===== src/rtl/vga_if.sv =====
// rtl/vga_if.sv - VGA timing and colour stream bundle
interface vga_if;
    logic [10:0] hcount;
    logic [10:0] vcount;
    logic        hsync;
    logic        vsync;
    logic        hblnk;
    logic        vblnk;
    logic [11:0] rgb;

    modport master (output hcount, vcount, hsync, vsync, hblnk, vblnk, rgb);
    modport slave  (input  hcount, vcount, hsync, vsync, hblnk, vblnk, rgb);
endinterface


===== src/rtl/draw_text_box.sv =====
// rtl/draw_text_box.sv - character grid overlay with frame-synchronous control and blinking cursor
module draw_text_box #(
    parameter logic [10:0] X_POS        = 11'd0,
    parameter logic [10:0] Y_POS        = 11'd0,
    parameter int          COLS         = 16,
    parameter int          ROWS         = 16,
    parameter int          CHAR_W       = 8,
    parameter int          CHAR_H       = 16,
    parameter logic [11:0] FG_DEFAULT   = 12'h064,
    parameter logic [11:0] BG_COLOR     = 12'h000,
    parameter int          BLINK_FRAMES = 32,
    localparam int CW  = $clog2(COLS),
    localparam int RW  = $clog2(ROWS),
    localparam int XS  = $clog2(CHAR_W),
    localparam int YS  = $clog2(CHAR_H),
    localparam int PXW = (XS > 0) ? XS : 1,
    localparam int LW  = (YS > 0) ? YS : 1
) (
    input  logic              clk65MHz,
    input  logic              rst,
    vga_if.slave              vga_in,
    vga_if.master             vga_out,
    input  logic [11:0]       fg_color,
    input  logic              text_en,
    input  logic              opaque,
    input  logic              cursor_en,
    input  logic [CW-1:0]     cursor_col,
    input  logic [RW-1:0]     cursor_row,
    output logic [RW+CW-1:0]  char_xy,
    output logic [LW-1:0]     char_line,
    input  logic [CHAR_W-1:0] char_pixel
);

    localparam int FW = (BLINK_FRAMES > 1) ? $clog2(BLINK_FRAMES) : 1;
    localparam logic [11:0] BOX_W = 12'(COLS * CHAR_W);
    localparam logic [11:0] BOX_H = 12'(ROWS * CHAR_H);

    logic [11:0] dx_full, dy_full;
    logic [10:0] dx, dy;
    logic        in_box;
    logic [CW-1:0]  col;
    logic [RW-1:0]  row;
    logic [LW-1:0]  line;
    logic [PXW-1:0] px;

    logic [11:0] fg_q;
    logic        text_en_q, opaque_q, cursor_en_q;
    logic [CW-1:0] cursor_col_q;
    logic [RW-1:0] cursor_row_q;
    logic          vsync_prev, vs_rise, blink_on;
    logic [FW-1:0] frame_cnt;

    logic [PXW-1:0] px_d1;
    logic           in_box_d1, hit_d1;
    logic [10:0]    hcount_d1, vcount_d1;
    logic           hsync_d1, vsync_d1, hblnk_d1, vblnk_d1;
    logic [11:0]    rgb_d1, rgb_nxt;
    logic [CHAR_W-1:0] glyph_row;
    logic           lit;

    // The borrow bit of the widened subtraction is the hcount < X_POS test,
    // so pixels left of / above the box never wrap into it.
    always_comb begin
        dx_full = {1'b0, vga_in.hcount} - {1'b0, X_POS};
        dy_full = {1'b0, vga_in.vcount} - {1'b0, Y_POS};
        dx      = dx_full[10:0];
        dy      = dy_full[10:0];
        in_box  = !dx_full[11] && ({1'b0, dx} < BOX_W) &&
                  !dy_full[11] && ({1'b0, dy} < BOX_H);
        col     = CW'(dx >> XS);
        row     = RW'(dy >> YS);
        line    = LW'(dy & 11'(CHAR_H - 1));
        px      = PXW'(dx & 11'(CHAR_W - 1));
    end

    assign vs_rise = vga_in.vsync && !vsync_prev;

    always_ff @(posedge clk65MHz) begin
        if (rst) begin
            vsync_prev   <= 1'b0;
            fg_q         <= FG_DEFAULT;
            text_en_q    <= 1'b0;
            opaque_q     <= 1'b0;
            cursor_en_q  <= 1'b0;
            cursor_col_q <= '0;
            cursor_row_q <= '0;
            frame_cnt    <= '0;
            blink_on     <= 1'b1;
        end else begin
            vsync_prev <= vga_in.vsync;
            if (vs_rise) begin
                fg_q         <= fg_color;
                text_en_q    <= text_en;
                opaque_q     <= opaque;
                cursor_en_q  <= cursor_en;
                cursor_col_q <= cursor_col;
                cursor_row_q <= cursor_row;
                if (frame_cnt == FW'(BLINK_FRAMES - 1)) begin
                    frame_cnt <= '0;
                    blink_on  <= !blink_on;
                end else begin
                    frame_cnt <= frame_cnt + 1'b1;
                end
            end
        end
    end

    // Cycle 1: present the cell address to the glyph memory and delay the stream.
    always_ff @(posedge clk65MHz) begin
        if (rst) begin
            char_xy   <= '0;
            char_line <= '0;
            px_d1     <= '0;
            in_box_d1 <= 1'b0;
            hit_d1    <= 1'b0;
            hcount_d1 <= '0;
            vcount_d1 <= '0;
            hsync_d1  <= 1'b0;
            vsync_d1  <= 1'b0;
            hblnk_d1  <= 1'b0;
            vblnk_d1  <= 1'b0;
            rgb_d1    <= '0;
        end else begin
            char_xy   <= in_box ? {row, col} : '0;
            char_line <= in_box ? line : '0;
            px_d1     <= px;
            in_box_d1 <= in_box;
            hit_d1    <= (row == cursor_row_q) && (col == cursor_col_q);
            hcount_d1 <= vga_in.hcount;
            vcount_d1 <= vga_in.vcount;
            hsync_d1  <= vga_in.hsync;
            vsync_d1  <= vga_in.vsync;
            hblnk_d1  <= vga_in.hblnk;
            vblnk_d1  <= vga_in.vblnk;
            rgb_d1    <= vga_in.rgb;
        end
    end

    always_comb begin
        glyph_row = char_pixel << px_d1;
        lit       = glyph_row[CHAR_W-1] ^ (cursor_en_q && hit_d1 && blink_on);
        if (hblnk_d1 || vblnk_d1)
            rgb_nxt = '0;
        else if (!text_en_q || !in_box_d1)
            rgb_nxt = rgb_d1;
        else if (lit)
            rgb_nxt = fg_q;
        else if (opaque_q)
            rgb_nxt = BG_COLOR;
        else
            rgb_nxt = rgb_d1;
    end

    always_ff @(posedge clk65MHz) begin
        if (rst) begin
            vga_out.hcount <= '0;
            vga_out.vcount <= '0;
            vga_out.hsync  <= 1'b0;
            vga_out.vsync  <= 1'b0;
            vga_out.hblnk  <= 1'b0;
            vga_out.vblnk  <= 1'b0;
            vga_out.rgb    <= '0;
        end else begin
            vga_out.hcount <= hcount_d1;
            vga_out.vcount <= vcount_d1;
            vga_out.hsync  <= hsync_d1;
            vga_out.vsync  <= vsync_d1;
            vga_out.hblnk  <= hblnk_d1;
            vga_out.vblnk  <= vblnk_d1;
            vga_out.rgb    <= rgb_nxt;
        end
    end

endmodule

===== src/flat_wrapper.sv =====
// flat-port wrapper written by rule: the top's interface ports become plain ports
module draw_text_box_flat 
#(
    parameter logic [10:0] X_POS        = 11'd0,
    parameter logic [10:0] Y_POS        = 11'd0,
    parameter int          COLS         = 16,
    parameter int          ROWS         = 16,
    parameter int          CHAR_W       = 8,
    parameter int          CHAR_H       = 16,
    parameter logic [11:0] FG_DEFAULT   = 12'h064,
    parameter logic [11:0] BG_COLOR     = 12'h000,
    parameter int          BLINK_FRAMES = 32,
    localparam int CW  = $clog2(COLS),
    localparam int RW  = $clog2(ROWS),
    localparam int XS  = $clog2(CHAR_W),
    localparam int YS  = $clog2(CHAR_H),
    localparam int PXW = (XS > 0) ? XS : 1,
    localparam int LW  = (YS > 0) ? YS : 1
)
  (clk65MHz, rst, fg_color, text_en, opaque, cursor_en, cursor_col, cursor_row, char_xy, char_line, char_pixel, vga_in_hcount, vga_in_vcount, vga_in_hsync, vga_in_vsync, vga_in_hblnk, vga_in_vblnk, vga_in_rgb, vga_out_hcount, vga_out_vcount, vga_out_hsync, vga_out_vsync, vga_out_hblnk, vga_out_vblnk, vga_out_rgb);
  vga_if vga_in_i ();
  vga_if vga_out_i ();
  input  logic clk65MHz;
  input  logic rst;
  input  logic [11:0] fg_color;
  input  logic text_en;
  input  logic opaque;
  input  logic cursor_en;
  input  logic [CW-1:0] cursor_col;
  input  logic [RW-1:0] cursor_row;
  output logic [RW+CW-1:0] char_xy;
  output logic [LW-1:0] char_line;
  input  logic [CHAR_W-1:0] char_pixel;
  input wire logic [$bits(vga_in_i.hcount)-1:0] vga_in_hcount;
  input wire logic [$bits(vga_in_i.vcount)-1:0] vga_in_vcount;
  input wire logic [$bits(vga_in_i.hsync)-1:0] vga_in_hsync;
  input wire logic [$bits(vga_in_i.vsync)-1:0] vga_in_vsync;
  input wire logic [$bits(vga_in_i.hblnk)-1:0] vga_in_hblnk;
  input wire logic [$bits(vga_in_i.vblnk)-1:0] vga_in_vblnk;
  input wire logic [$bits(vga_in_i.rgb)-1:0] vga_in_rgb;
  output wire logic [$bits(vga_out_i.hcount)-1:0] vga_out_hcount;
  output wire logic [$bits(vga_out_i.vcount)-1:0] vga_out_vcount;
  output wire logic [$bits(vga_out_i.hsync)-1:0] vga_out_hsync;
  output wire logic [$bits(vga_out_i.vsync)-1:0] vga_out_vsync;
  output wire logic [$bits(vga_out_i.hblnk)-1:0] vga_out_hblnk;
  output wire logic [$bits(vga_out_i.vblnk)-1:0] vga_out_vblnk;
  output wire logic [$bits(vga_out_i.rgb)-1:0] vga_out_rgb;
  assign vga_in_i.hcount = vga_in_hcount;
  assign vga_in_i.vcount = vga_in_vcount;
  assign vga_in_i.hsync = vga_in_hsync;
  assign vga_in_i.vsync = vga_in_vsync;
  assign vga_in_i.hblnk = vga_in_hblnk;
  assign vga_in_i.vblnk = vga_in_vblnk;
  assign vga_in_i.rgb = vga_in_rgb;
  assign vga_out_hcount = vga_out_i.hcount;
  assign vga_out_vcount = vga_out_i.vcount;
  assign vga_out_hsync = vga_out_i.hsync;
  assign vga_out_vsync = vga_out_i.vsync;
  assign vga_out_hblnk = vga_out_i.hblnk;
  assign vga_out_vblnk = vga_out_i.vblnk;
  assign vga_out_rgb = vga_out_i.rgb;
  draw_text_box #(.X_POS(X_POS), .Y_POS(Y_POS), .COLS(COLS), .ROWS(ROWS), .CHAR_W(CHAR_W), .CHAR_H(CHAR_H), .FG_DEFAULT(FG_DEFAULT), .BG_COLOR(BG_COLOR), .BLINK_FRAMES(BLINK_FRAMES)) u_core (.clk65MHz(clk65MHz), .rst(rst), .vga_in(vga_in_i), .vga_out(vga_out_i), .fg_color(fg_color), .text_en(text_en), .opaque(opaque), .cursor_en(cursor_en), .cursor_col(cursor_col), .cursor_row(cursor_row), .char_xy(char_xy), .char_line(char_line), .char_pixel(char_pixel));
endmodule

===== config.mk =====
export PLATFORM = sky130hd
export DESIGN_NAME = draw_text_box_flat
export DESIGN_NICKNAME = d
export VERILOG_FILES = /design/src/rtl/vga_if.sv /design/src/rtl/draw_text_box.sv /design/src/flat_wrapper.sv
export SDC_FILE = /design/constraint.sdc
export NUM_CORES = 1
export LEC_CHECK = 0
export ABC_AREA = 1
export ABC_CLOCK_PERIOD_IN_PS = 1300
export CAP_MARGIN = 20
export CORE_MARGIN = 5
export CORE_UTILIZATION = 44
export CTS_BUF_LIST = sky130_fd_sc_hd__clkbuf_8
export DETAILED_ROUTE_END_ITERATION = 12
export GPL_TIMING_DRIVEN = 1
export HOLD_SLACK_MARGIN = 0.03
export PLACE_DENSITY = 0.78
export SKIP_LAST_GASP = 1
export SLEW_MARGIN = 20
export SYNTH_ARGS = -nofsm -noshare
export SYNTH_HDL_FRONTEND = slang
export SYNTH_SLANG_ARGS = --single-unit
export TNS_END_PERCENT = 10

===== constraint.sdc =====
create_clock -name clk65MHz -period 1.3 [get_ports clk65MHz]
set_clock_uncertainty 0.1 [all_clocks]
set_input_delay 0.195 -clock clk65MHz [delete_from_list [all_inputs] [get_ports clk65MHz]]
set_output_delay 0.195 -clock clk65MHz [all_outputs]
set_load 0.005 [all_outputs]

==> impl_results.rst, run 1 <==
.. list-table::
   :header-rows: 1

   * - Metric
     - Value
   * - Gate power share
     - between 10% and 20%
   * - Register bit total from synthesis
     - about 120
   * - Number of vias per cell after detailed routing
     - 4.67
   * - First-pass iteration count of the detailed router
     - 5
   * - Largest vdd supply drop
     - about 0.76 mV
   * - Buffer type at the clock tree root
     - clkbuf_8
   * - Total negative setup slack
     - -11.62 ns
   * - Number of H-tree levels
     - 4
   * - Critical path depth
     - 11
   * - TritonCTS clock tree
     - done
   * - Initial core utilization
     - between 40% and 50%
   * - Warnings, synthesis
     - 0
   * - Number of top-level pins
     - 121
   * - Top post-synthesis cells by count
     - 119 x dfxtp_1, 95 x nor2_1, 93 x inv_1, 52 x nand2_1, 32 x nand3_1
   * - Remaining number of nets flagged by the antenna check after routing
     - 0
   * - Number of remaining DRC errors
     - 0
   * - Number of buffers added on ports
     - between 100 and 150
   * - Fraction of synthesis flops using an asynchronous set or reset pin
     - 0%
   * - Slowest stage delay, CP
     - ~0.40 ns
   * - Sink count of the clock tree
     - approximately 120
   * - Cell area after placement
     - ~5500 um^2
   * - Post-place setup slack
     - -0.538 ns
   * - Row Count
     - 35
   * - Top area cells in the synthesized netlist
     - dfxtp_1 59%, nor2_1 8.8%, inv_1 8.6%, nand2_1 4.8%, nand3_1 4.0%
   * - CP startpoint
     - u_core.hcount_d1[0]
   * - Critical path start-end classification
     - reg -> reg
   * - Buffer levels on the longest clock path
     - 2
   * - M1 GR Usage
     - approximately a fifth
   * - Floorplan die area
     - 11,200 um^2
   * - RePlAce Congestion
     - roughly 0.83
   * - Minimum clock period after layout
     - 1.59 ns
   * - Core ar.
     - 9110 um^2
   * - Worst-case reg-to-reg path depth
     - 11
   * - Portion of synthesized cell area occupied by the leading cell type
     - around 59%
   * - Clock-pin slew on the worst setup and hold paths
     - about 0.080 ns
   * - Reg2Reg Launch Point
     - u_core.hcount_d1[0]
   * - Global-route wire length before repair
     - about 16,000 um
   * - Sum of overflow across all layers after global routing
     - 0
   * - R2R Setup Slk
     - -0.29 ns
   * - Fin crit share
     - 122%
   * - Critical-path cell list
     - inv_6, nand2_2, nand3_2, nand3_4, nand2_4, nand2_8, buf_12, nand2_8, nand2_2, nand3_1, a21oi_1
   * - Final Net Count
     - roughly 720
   * - Initial antenna violation count
     - 0
   * - Highest Clock Rate
     - about 630 MHz
   * - Largest net degree at the start of global routing
     - 42
   * - Run status
     - complete, but fails checks
   * - Violations in the final reports
     - setup timing
   * - Unique cell type count in the Yosys netlist
     - 28
   * - Met3 Track Usage GR
     - 6.55%
   * - Setup crit end kind
     - flop
   * - Final count of hold timing violations
     - 0
   * - Total via count after detailed routing
     - about 3,600
   * - Leading cell type by number of instances after synthesis
     - dfxtp_1
   * - Met2 Usage GRT
     - 30.7%
   * - Die W
     - between 100 and 150 um
   * - Total routing resource utilization after global routing
     - 18.2%
   * - Hold_ws
     - approximately 0.11 ns
   * - Max-capacitance violation count
     - 0
   * - Worst Path Max Fanout
     - 6
   * - Top Family by Delay on Critical Path
     - simple AND/OR/NAND/NOR gates
   * - Reg power frac
     - a little under half
   * - Worst hold path class
     - in -> reg
   * - Layer with the highest usage after global routing
     - met2
   * - Cell Area, Synth
     - approximately 4000 um^2
   * - Reg-to-Reg End
     - u_core.vga_out.rgb[4]
   * - Synthesized netlist cell count
     - about 500
   * - Area growth, synth to finish
     - 53.7%
   * - Post-detail-place hpwl
     - between 6000 and 7000 um
   * - Worst max-slew margin expressed relative to the limit
     - 67.0%
   * - Internal cell power
     - 6.27 mW
   * - Number of global-route vias before repair
     - 3,553
   * - Die Ht
     - roughly 110 um
   * - Transition time at the pin with the least slew margin
     - between 0.4 and 0.5 ns
   * - Number of DRC markers in iteration 0
     - roughly 110
   * - Required time reported for the critical path endpoint
     - 1.54 ns
   * - Final design instance area without fill
     - about 6200 um^2
   * - Number of buffers and inverters on the critical path
     - 2
   * - Overall routed net length
     - 10,100 um
   * - Source-to-sink clock delay at the later pin of the worst-skew pair
     - ~0.42 ns
   * - Total clock buffers created by CTS
     - 17
   * - Ratio of cells with drive above 1 in the final layout
     - between 10% and 20%
   * - Sw Pwr
     - roughly 2.1 mW
   * - Routed length per placed instance
     - 13.1 um
   * - Inserted Diodes
     - 0
   * - Final-report max-slew violation count
     - 0
   * - Clock power share
     - a little over two fifths
   * - Critical path data arrival time
     - between 1.5 and 2 ns
   * - Switching part of the total power
     - between 20% and 30%
   * - Element type at the critical path start
     - flop
   * - Standby leakage power
     - 2.82 nW
   * - Unrepaired setup endpoints after global routing
     - true
   * - PnR worst setup slack
     - -0.292 ns
   * - Portion of the post-synthesis area used by sequential elements
     - roughly three fifths
   * - Most common flop cell mapped by yosys
     - dfxtp_1
   * - Per-instance average area after synthesis
     - approximately 8.1 um^2
   * - Number of nets produced by synthesis
     - between 500 and 600
   * - Areal power density over the cells
     - 1350 nW/um^2
   * - Number of flops mapped to enable cells by yosys
     - 0
   * - Setup violation total in the final timing report
     - 55
   * - CP endpoint
     - u_core.vga_out.rgb[4]
   * - Cell accounting for the most synthesized area
     - dfxtp_1
   * - Slowest cell on crit path
     - dfxtp_4
[final cells by class]
cell class / count / area [um^2]
clock buffers: 17 / 234
inverters: 98 / 373
well taps: 111 / 139
clock inverters: 15 / 190
fillers: 713 / 2890
multi-input cells: 259 / 1370
repair buffers: 155 / 1520
flip-flops and latches: 119 / 2390
[kinds of logic after synthesis]
group	share of synthesized area [%]
simple gates	20.0
xor+xnor	0.650
buf+inv	11.5
fa+ha+maj	0.619
flops	58.9
compound gates	8.35
[tightest hold or removal path: stages]
cell	delay, ns
buf_2	0.12
buf_12	0.21
nor2_1	0.07
[flip-flops by register name, summed over array words and instances (netlist names), 5 cells and up]
register,cells
u_core.fg_q,12
u_core.rgb_d1,12
u_core.vga_out.rgb,12
u_core.hcount_d1,11
u_core.vcount_d1,11
u_core.vga_out.hcount,11
u_core.vga_out.vcount,11
u_core.char_xy,8
u_core.frame_cnt,5
[timing repair]
action	CTS	global route
setup endpoints to repair	67	82
hold buffers	1	0
setup buffers	7	0
pin swaps	9	12
cloned	1	0
endpoints found under the hold margin	1	0
resized for setup	38	21
[how the worst min path moves through the flow]
| stage | start | cells past startpoint | to |
|---|---|---|---|
| global placement | u_core.hcount_d1[8] | 2 | u_core.vga_out.hcount[8] |
| floorplan | vga_in_hcount[0] | 2 | u_core.hcount_d1[0] |
| global route | rst | 3 | u_core.vcount_d1[2] |
| finish | rst | 3 | u_core.vcount_d1[5] |
| detailed placement | u_core.vcount_d1[3] | 2 | u_core.vga_out.vcount[3] |
| CTS | rst | 3 | u_core.vcount_d1[2] |
[stage by stage]
stage	power [mW]	utilization, %	std cells
after CTS	8.37	67.4	774
after detailed placement	4.82	60.5	733
final	8.37	68.2	774
after global placement	4.79	60.5	733
after global routing	8.71	68.2	774
after floorplan	4.35	-	497
[metal layers]
metal | up-vias | routed length [um]
li1 | 1818 | -
met1 | 1641 | 4180
met2 | 131 | 5050
met3 | 23 | 713
met4 | 0 | 203
met5 | - | 0
[power groups by stage]
| stage | Clock, mW | Combinational, mW | Sequential (mW) |
|---|---|---|---|
| after floorplan | 0 | 0.391 | 3.96 |
| after global placement | 0 | 0.831 | 3.96 |
| after detailed placement | 0 | 0.859 | 3.96 |
| after CTS | 3.56 | 0.929 | 3.88 |
| after global routing | 3.75 | 1.06 | 3.90 |
| final | 3.52 | 0.968 | 3.88 |
[placed cells by master, fill, tap and decap left out, drive strengths merged, types with 2 or more instances in the layout]
cell type | synthesis | layout
a21oi | 30 | 30
bufinv | 0 | 3
nand3 | 35 | 35
nand2 | 55 | 56
clkdlybuf4s15 | 0 | 3
a221oi | 2 | 2
dlygate4sd2 | 0 | 8
nor2 | 96 | 96
clkinv | 1 | 6
buf | 4 | 35
o211ai | 3 | 3
o21ai | 24 | 24
ha | 2 | 2
clkdlybuf4s50 | 0 | 107
xnor2 | 2 | 2
dfxtp | 119 | 119
nand4 | 3 | 3
clkbuf | 18 | 17
inv | 97 | 103
o22ai | 3 | 3
(Power assumes the default switching activity.)
==> inputs of run 2 (changes only) <==
--- a/config.mk
+++ b/config.mk
@@ -15,6 +15,7 @@
 export GPL_TIMING_DRIVEN = 1
 export HOLD_SLACK_MARGIN = 0.03
 export PLACE_DENSITY = 0.78
+export REMOVE_ABC_BUFFERS = 1
 export SKIP_LAST_GASP = 1
 export SLEW_MARGIN = 20
 export SYNTH_ARGS = -nofsm -noshare
==> impl_results.rst, run 2 (synthesis results as in run 1) <==
.. list-table::
   :header-rows: 1

   * - Metric
     - Value
   * - Final Net Count
     - 717
   * - Areal power density over the cells
     - 1370 nW/um^2
   * - Transition time at the pin with the least slew margin
     - roughly 0.54 ns
   * - Sink count of the clock tree
     - roughly 120
   * - Worst Path Max Fanout
     - 7
   * - Number of stages on the worst hold path
     - 5
   * - Worst max-slew margin expressed relative to the limit
     - 64.0%
   * - Critical path start-end classification
     - reg -> reg
   * - Remaining number of nets flagged by the antenna check after routing
     - 0
   * - Final count of hold timing violations
     - 0
   * - Setup crit end kind
     - flop
   * - Start point of the worst min-delay path
     - rst
   * - Standby leakage power
     - about 2.9 nW
   * - Area growth, synth to finish
     - 53.0%
   * - Element type at the critical path start
     - flop
   * - Number of H-tree levels
     - 4
   * - Initial antenna violation count
     - 0
   * - Fin crit share
     - 120%
   * - Area taken by flip-flops and latches
     - 2390 um^2
   * - Largest registers
     - u_core.fg_q x12, u_core.rgb_d1 x12, u_core.vga_out.rgb x12
   * - Sum of overflow across all layers after global routing
     - 0
   * - Total via count after detailed routing
     - about 3,700
   * - Total routing resource utilization after global routing
     - about a fifth
   * - Sum of internal, switching and leakage power
     - approximately 8.5 mW
   * - Inserted Diodes
     - 0
   * - First-pass iteration count of the detailed router
     - 5
   * - Overall routed net length
     - about 11,000 um
   * - Floorplan die area
     - approximately 11,000 um^2
   * - Number of global-route vias before repair
     - roughly 3,600
   * - Clock-pin slew on the worst setup and hold paths
     - 0.07 ns
   * - Cell area after placement
     - around 5500 um^2
   * - Area of combinational cells with multiple inputs
     - 1390 um^2
   * - CP startpoint
     - u_core.hcount_d1[0]
   * - Ratio of cells with drive above 1 in the final layout
     - 15.5%
   * - Total clock buffers created by CTS
     - 17
   * - Worst-case reg-to-reg path depth
     - 10
   * - Post-Layout Cell Count
     - 768
   * - Die Ht
     - ~110 um
   * - Number of vias per cell after detailed routing
     - 4.79
   * - PnR worst setup slack
     - -0.261 ns
   * - Final core occ
     - approximately two thirds
   * - Initial core utilization
     - about 44%
   * - Source-to-sink clock delay at the later pin of the worst-skew pair
     - 0.41 ns
   * - Number of filler instances in the final layout
     - about 720
   * - Row Count
     - 35
   * - RePlAce Congestion
     - 0.785
   * - TritonCTS clock tree
     - done
   * - Die W
     - between 100 and 150 um
   * - Post-place setup slack
     - -0.489 ns
   * - Final-report max-slew violation count
     - 0
   * - Number of DRC markers in iteration 0
     - about 210
   * - Global-route wire length before repair
     - around 17,000 um
   * - Post-Place Cells
     - 728
   * - Required time reported for the critical path endpoint
     - ~1.5 ns
   * - Run status
     - complete, but fails checks
   * - Minimum clock period after layout
     - about 1.6 ns
   * - Highest Clock Rate
     - 641 MHz
   * - Routed length per placed instance
     - 14.0 um
   * - Setup violation total in the final timing report
     - between 50 and 60
   * - Buffer levels on the longest clock path
     - 2
   * - Largest net degree at the start of global routing
     - 39
   * - Largest vdd supply drop
     - around 0.73 mV
   * - Most used cells in the layout excluding fill and tap cells
     - 117 x dfxtp_1, 104 x clkdlybuf4s50_1, 95 x nor2_1
   * - Violations in the final reports
     - setup timing
   * - Number of remaining DRC errors
     - 0
   * - Final design instance area without fill
     - around 6200 um^2
   * - Buffer type at the clock tree root
     - clkbuf_8
   * - Post-detail-place hpwl
     - between 7000 and 8000 um
   * - Unrepaired setup endpoints after global routing
     - true
   * - Max-capacitance violation count
     - 0
   * - Number of top-level pins
     - roughly 120
   * - Reg2Reg Launch Point
     - u_core.hcount_d1[0]
   * - Number of buffers added on ports
     - 120
   * - Worst hold path class
     - in -> reg
   * - Commonest non-fill, non-tap cell in the layout
     - dfxtp_1
   * - Critical path data arrival time
     - 1.80 ns
   * - Core ar.
     - approximately 9100 um^2
## run 2: cell types whose count changed in the layout (fill, tap and decap cells not counted), moves of 3 or more
cell / change
nand3_2: +6
nand3_1: -5
buf_4: -5
buf_12: -3
clkdlybuf4s50_1: -3
inv_6: -5
dlymetal6s2s_1: +4
## run 2: worst max-delay path: stages (launching register included)
cell	delay [ns]
dfxtp_4	0.37
inv_6	0.09
nand2_4	0.05
nand3_4	0.08
nand3_4	0.10
nand2_4	0.11
nand2_8	0.10
clkbuf_16	0.17
nand3_1	0.08
nand3_1	0.08
a21oi_1	0.16
## run 2: repair_timing
item	CTS	global route
pin swaps	10	10
resized for setup	38	23
hold buffers	1	0
setup endpoints to repair	74	86
buffers inserted	4	0
cloned	2	1
endpoints found under the hold margin	1	0
## run 2: layout make-up
type / instances / share of cell area [%]
Tap cell: 111 / 2.24
Clock inverter: 13 / 2.89
Timing Repair Buffer: 148 / 23.5
Sequential cell: 119 / 38.6
Inverter: 98 / 6.03
Multi-Input combinational cell: 260 / 22.5
Clock buffer: 19 / 4.23
## run 2: metal layers
layer	vias up	track usage, %	share of wire [%]
li1	1804	-	-
met1	1691	21.4	39
met2	147	33.2	52
met3	36	5.21	5.7
met4	0	8.97	3.3
met5	-	0	0
## run 2: per-stage QoR
step,TNS (ns),hold WS (ns)
floorplan,-3.87,0.166
global placement,-14.82,0.290
detailed placement,-16.51,0.293
CTS,-12.58,0.132
global route,-16.05,0.168
finish,-10.97,0.146
## run 2: power breakdown
group | internal [mW] | total (mW) | switching (mW)
logic | 0.480 | 0.937 | 0.457
clock network | 2.18 | 3.63 | 1.45
registers | 3.82 | 3.89 | 0.0708
## run 2: path summary, 6_finish.rpt
check | end | slack (ns)
worst min-delay path | u_core.in_box_d1 | 0.15
worst max register to register | u_core.vga_out.rgb[10] | -0.26
worst min register to register | u_core.vga_out.hsync | 0.30
worst max-delay path | u_core.vga_out.rgb[10] | -0.26
==> inputs of run 3 (changes only) <==
--- a/config.mk
+++ b/config.mk
@@ -21,4 +21,3 @@
 export SYNTH_ARGS = -nofsm -noshare
 export SYNTH_HDL_FRONTEND = slang
 export SYNTH_SLANG_ARGS = --single-unit
-export TNS_END_PERCENT = 10
==> impl_results.rst, run 3 (synthesis results as in run 1) <==
.. list-table::
   :header-rows: 1

   * - Metric
     - Value
   * - Transition time at the pin with the least slew margin
     - 0.490 ns
   * - PnR worst setup slack
     - -0.251 ns
   * - Critical path start-end classification
     - reg -> reg
   * - Number of top-level pins
     - approximately 120
   * - Number of buffers added on ports
     - 120
   * - Final Net Count
     - 725
   * - Total clock buffers created by CTS
     - 17
   * - Ratio of cells with drive above 1 in the final layout
     - 21.1%
   * - Final core occ
     - 69.5%
   * - Worst max-slew margin expressed relative to the limit
     - just under 70%
   * - Total routing resource utilization after global routing
     - 19.3%
   * - First-pass iteration count of the detailed router
     - 5
   * - Run status
     - complete, but fails checks
   * - Die W
     - ~110 um
   * - Total via count after detailed routing
     - 3,755
   * - Floorplan die area
     - around 11,000 um^2
   * - Post-place setup slack
     - -0.489 ns
   * - Slowest cell on crit path
     - dfxtp_4
   * - Unrepaired setup endpoints after global routing
     - true
   * - Required time reported for the critical path endpoint
     - about 1.5 ns
   * - Die Ht
     - 106 um
   * - Areal power density over the cells
     - 1340 nW/um^2
   * - Core ar.
     - between 9000 and 10,000 um^2
   * - Setup crit end kind
     - flop
   * - Worst Path Max Fanout
     - 7
   * - Global-route wire length before repair
     - around 17,000 um
   * - Number of vias per cell after detailed routing
     - about 4.8
   * - Setup violation total in the final timing report
     - 17
   * - Max-capacitance violation count
     - 0
   * - Fin crit share
     - 119%
   * - Critical path data arrival time
     - between 1.5 and 2 ns
   * - RePlAce Congestion
     - roughly 0.8
   * - Largest net degree at the start of global routing
     - 39
   * - TritonCTS clock tree
     - done
   * - Buffer levels on the longest clock path
     - 2
   * - R2R Setup Slk
     - -0.25 ns
   * - Row Count
     - 35
   * - Final-report max-slew violation count
     - 0
   * - Highest Clock Rate
     - 645 MHz
   * - Largest registers
     - u_core.fg_q x12, u_core.rgb_d1 x12, u_core.vga_out.rgb x12
   * - Final count of hold timing violations
     - 0
   * - Initial antenna violation count
     - 0
   * - CP startpoint
     - u_core.hcount_d1[0]
   * - Area growth, synth to finish
     - 56.6%
   * - Post-detail-place hpwl
     - approximately 7200 um
   * - Most Frequent Cell on Critical Path
     - nand3_4
   * - Most used cells in the layout excluding fill and tap cells
     - 104 x dfxtp_1, 92 x inv_1, 91 x nor2_1
   * - Violations in the final reports
     - setup timing
   * - Initial core utilization
     - approximately 44%
   * - Number of remaining DRC errors
     - 0
   * - Reg2Reg Launch Point
     - u_core.hcount_d1[0]
   * - Source-to-sink clock delay at the later pin of the worst-skew pair
     - 0.42 ns
   * - Clock-pin slew on the worst setup and hold paths
     - 0.07 ns
   * - Routed length per placed instance
     - approximately 14 um
   * - Minimum clock period after layout
     - roughly 1.6 ns
   * - Standby leakage power
     - roughly 2.9 nW
   * - Number of filler instances in the final layout
     - roughly 700
   * - Buffer type at the clock tree root
     - clkbuf_8
   * - Start point of the worst min-delay path
     - rst
   * - Element type at the critical path start
     - flop
   * - Slowest stage delay, CP
     - 0.39 ns
   * - Sink count of the clock tree
     - around 120
   * - Inserted Diodes
     - 0
   * - Number of global-route vias before repair
     - approximately 3,700
   * - Largest vdd supply drop
     - about 0.75 mV
   * - Critical-path cell list
     - nand2_1, nand3_4, nand3_4, nand2_4, nand2_8, clkbuf_16, nand3_2, nand3_1, a21oi_1
   * - Worst hold path class
     - in -> reg
   * - Number of DRC markers in iteration 0
     - approximately 210
   * - Sum of overflow across all layers after global routing
     - 0
   * - Number of H-tree levels
     - 4
   * - Remaining number of nets flagged by the antenna check after routing
     - 0
   * - Commonest non-fill, non-tap cell in the layout
     - dfxtp_1
   * - Overall routed net length
     - about 11,000 um
run 3: cell count changes in the layout (fill, tap and decap cells not counted), sizes merged:
| cell | before | now |
|---|---|---|
| clkdlybuf4s15 | 1 | 37 |
| buf | 27 | 34 |
| dlymetal6s2s | 5 | 0 |
| dlygate4sd2 | 9 | 8 |
| clkdlybuf4s50 | 104 | 69 |
| clkbuf | 20 | 26 |
run 3: stage by stage:
stage	setup TNS (ns)	area (um^2)	std cells	power (mW)	hold slack, ns
floorplan	-3.87	3950	475	4.30	0.166
global placement	-14.82	5460	728	4.76	0.290
detailed placement	-16.51	5460	728	4.79	0.293
CTS	-1.99	6090	769	8.46	0.132
global route	-3.92	6330	776	8.85	0.173
finish	-2.78	6330	776	8.51	0.146
run 3: power breakdown:
part / switching [mW] / total (mW) / internal (mW)
Clock: 1.46 / 3.64 / 2.18
Combinational: 0.480 / 0.972 / 0.492
Sequential: 0.0765 / 3.90 / 3.82
Total: 2.01 / 8.51 / 6.50
run 3: what timing repair did:
item | CTS | global route
pin swaps | 13 | 26
hold buffers | 1 | 0
gates resized for setup | 100 | 81
endpoints found under the hold margin | 1 | 0
gates cloned | 2 | 1
setup buffers | 6 | 6
setup endpoints to repair | 74 | 56
run 3: cell type report:
type / instances / area (um^2) / area share (%)
clock buffer: 19 / 262 / 4.13
clock inverter: 13 / 179 / 2.83
inverter: 98 / 378 / 5.97
multi-input combinational: 260 / 1490 / 23.5
sequential: 119 / 2400 / 38.0
tap: 111 / 139 / 2.19
timing repair buffer: 156 / 1490 / 23.5
run 3: critical path: cells and delay by family, from the launching register on:
kind | cells | cell delay, ns
simple gates | 7 | 0.63
flops | 1 | 0.39
buf+inv | 1 | 0.17
compound gates | 1 | 0.18
run 3: path summary, 6_finish.rpt:
| check | end | depth (start not counted) |
|---|---|---|
| worst max-delay path | u_core.vga_out.rgb[3] | 9 |
| worst min-delay path | u_core.in_box_d1 | 5 |
| worst min register to register | u_core.vga_out.vcount[6] | 2 |
| worst max register to register | u_core.vga_out.rgb[3] | 9 |
run 3: layer usage:
metal,wire [um],part of all wire [%],GRT usage (%)
met5,0,0,0
met4,418,3.7,9.90
met1,4380,39,21.3
met3,623,5.5,5.63
met2,5820,52,33.6
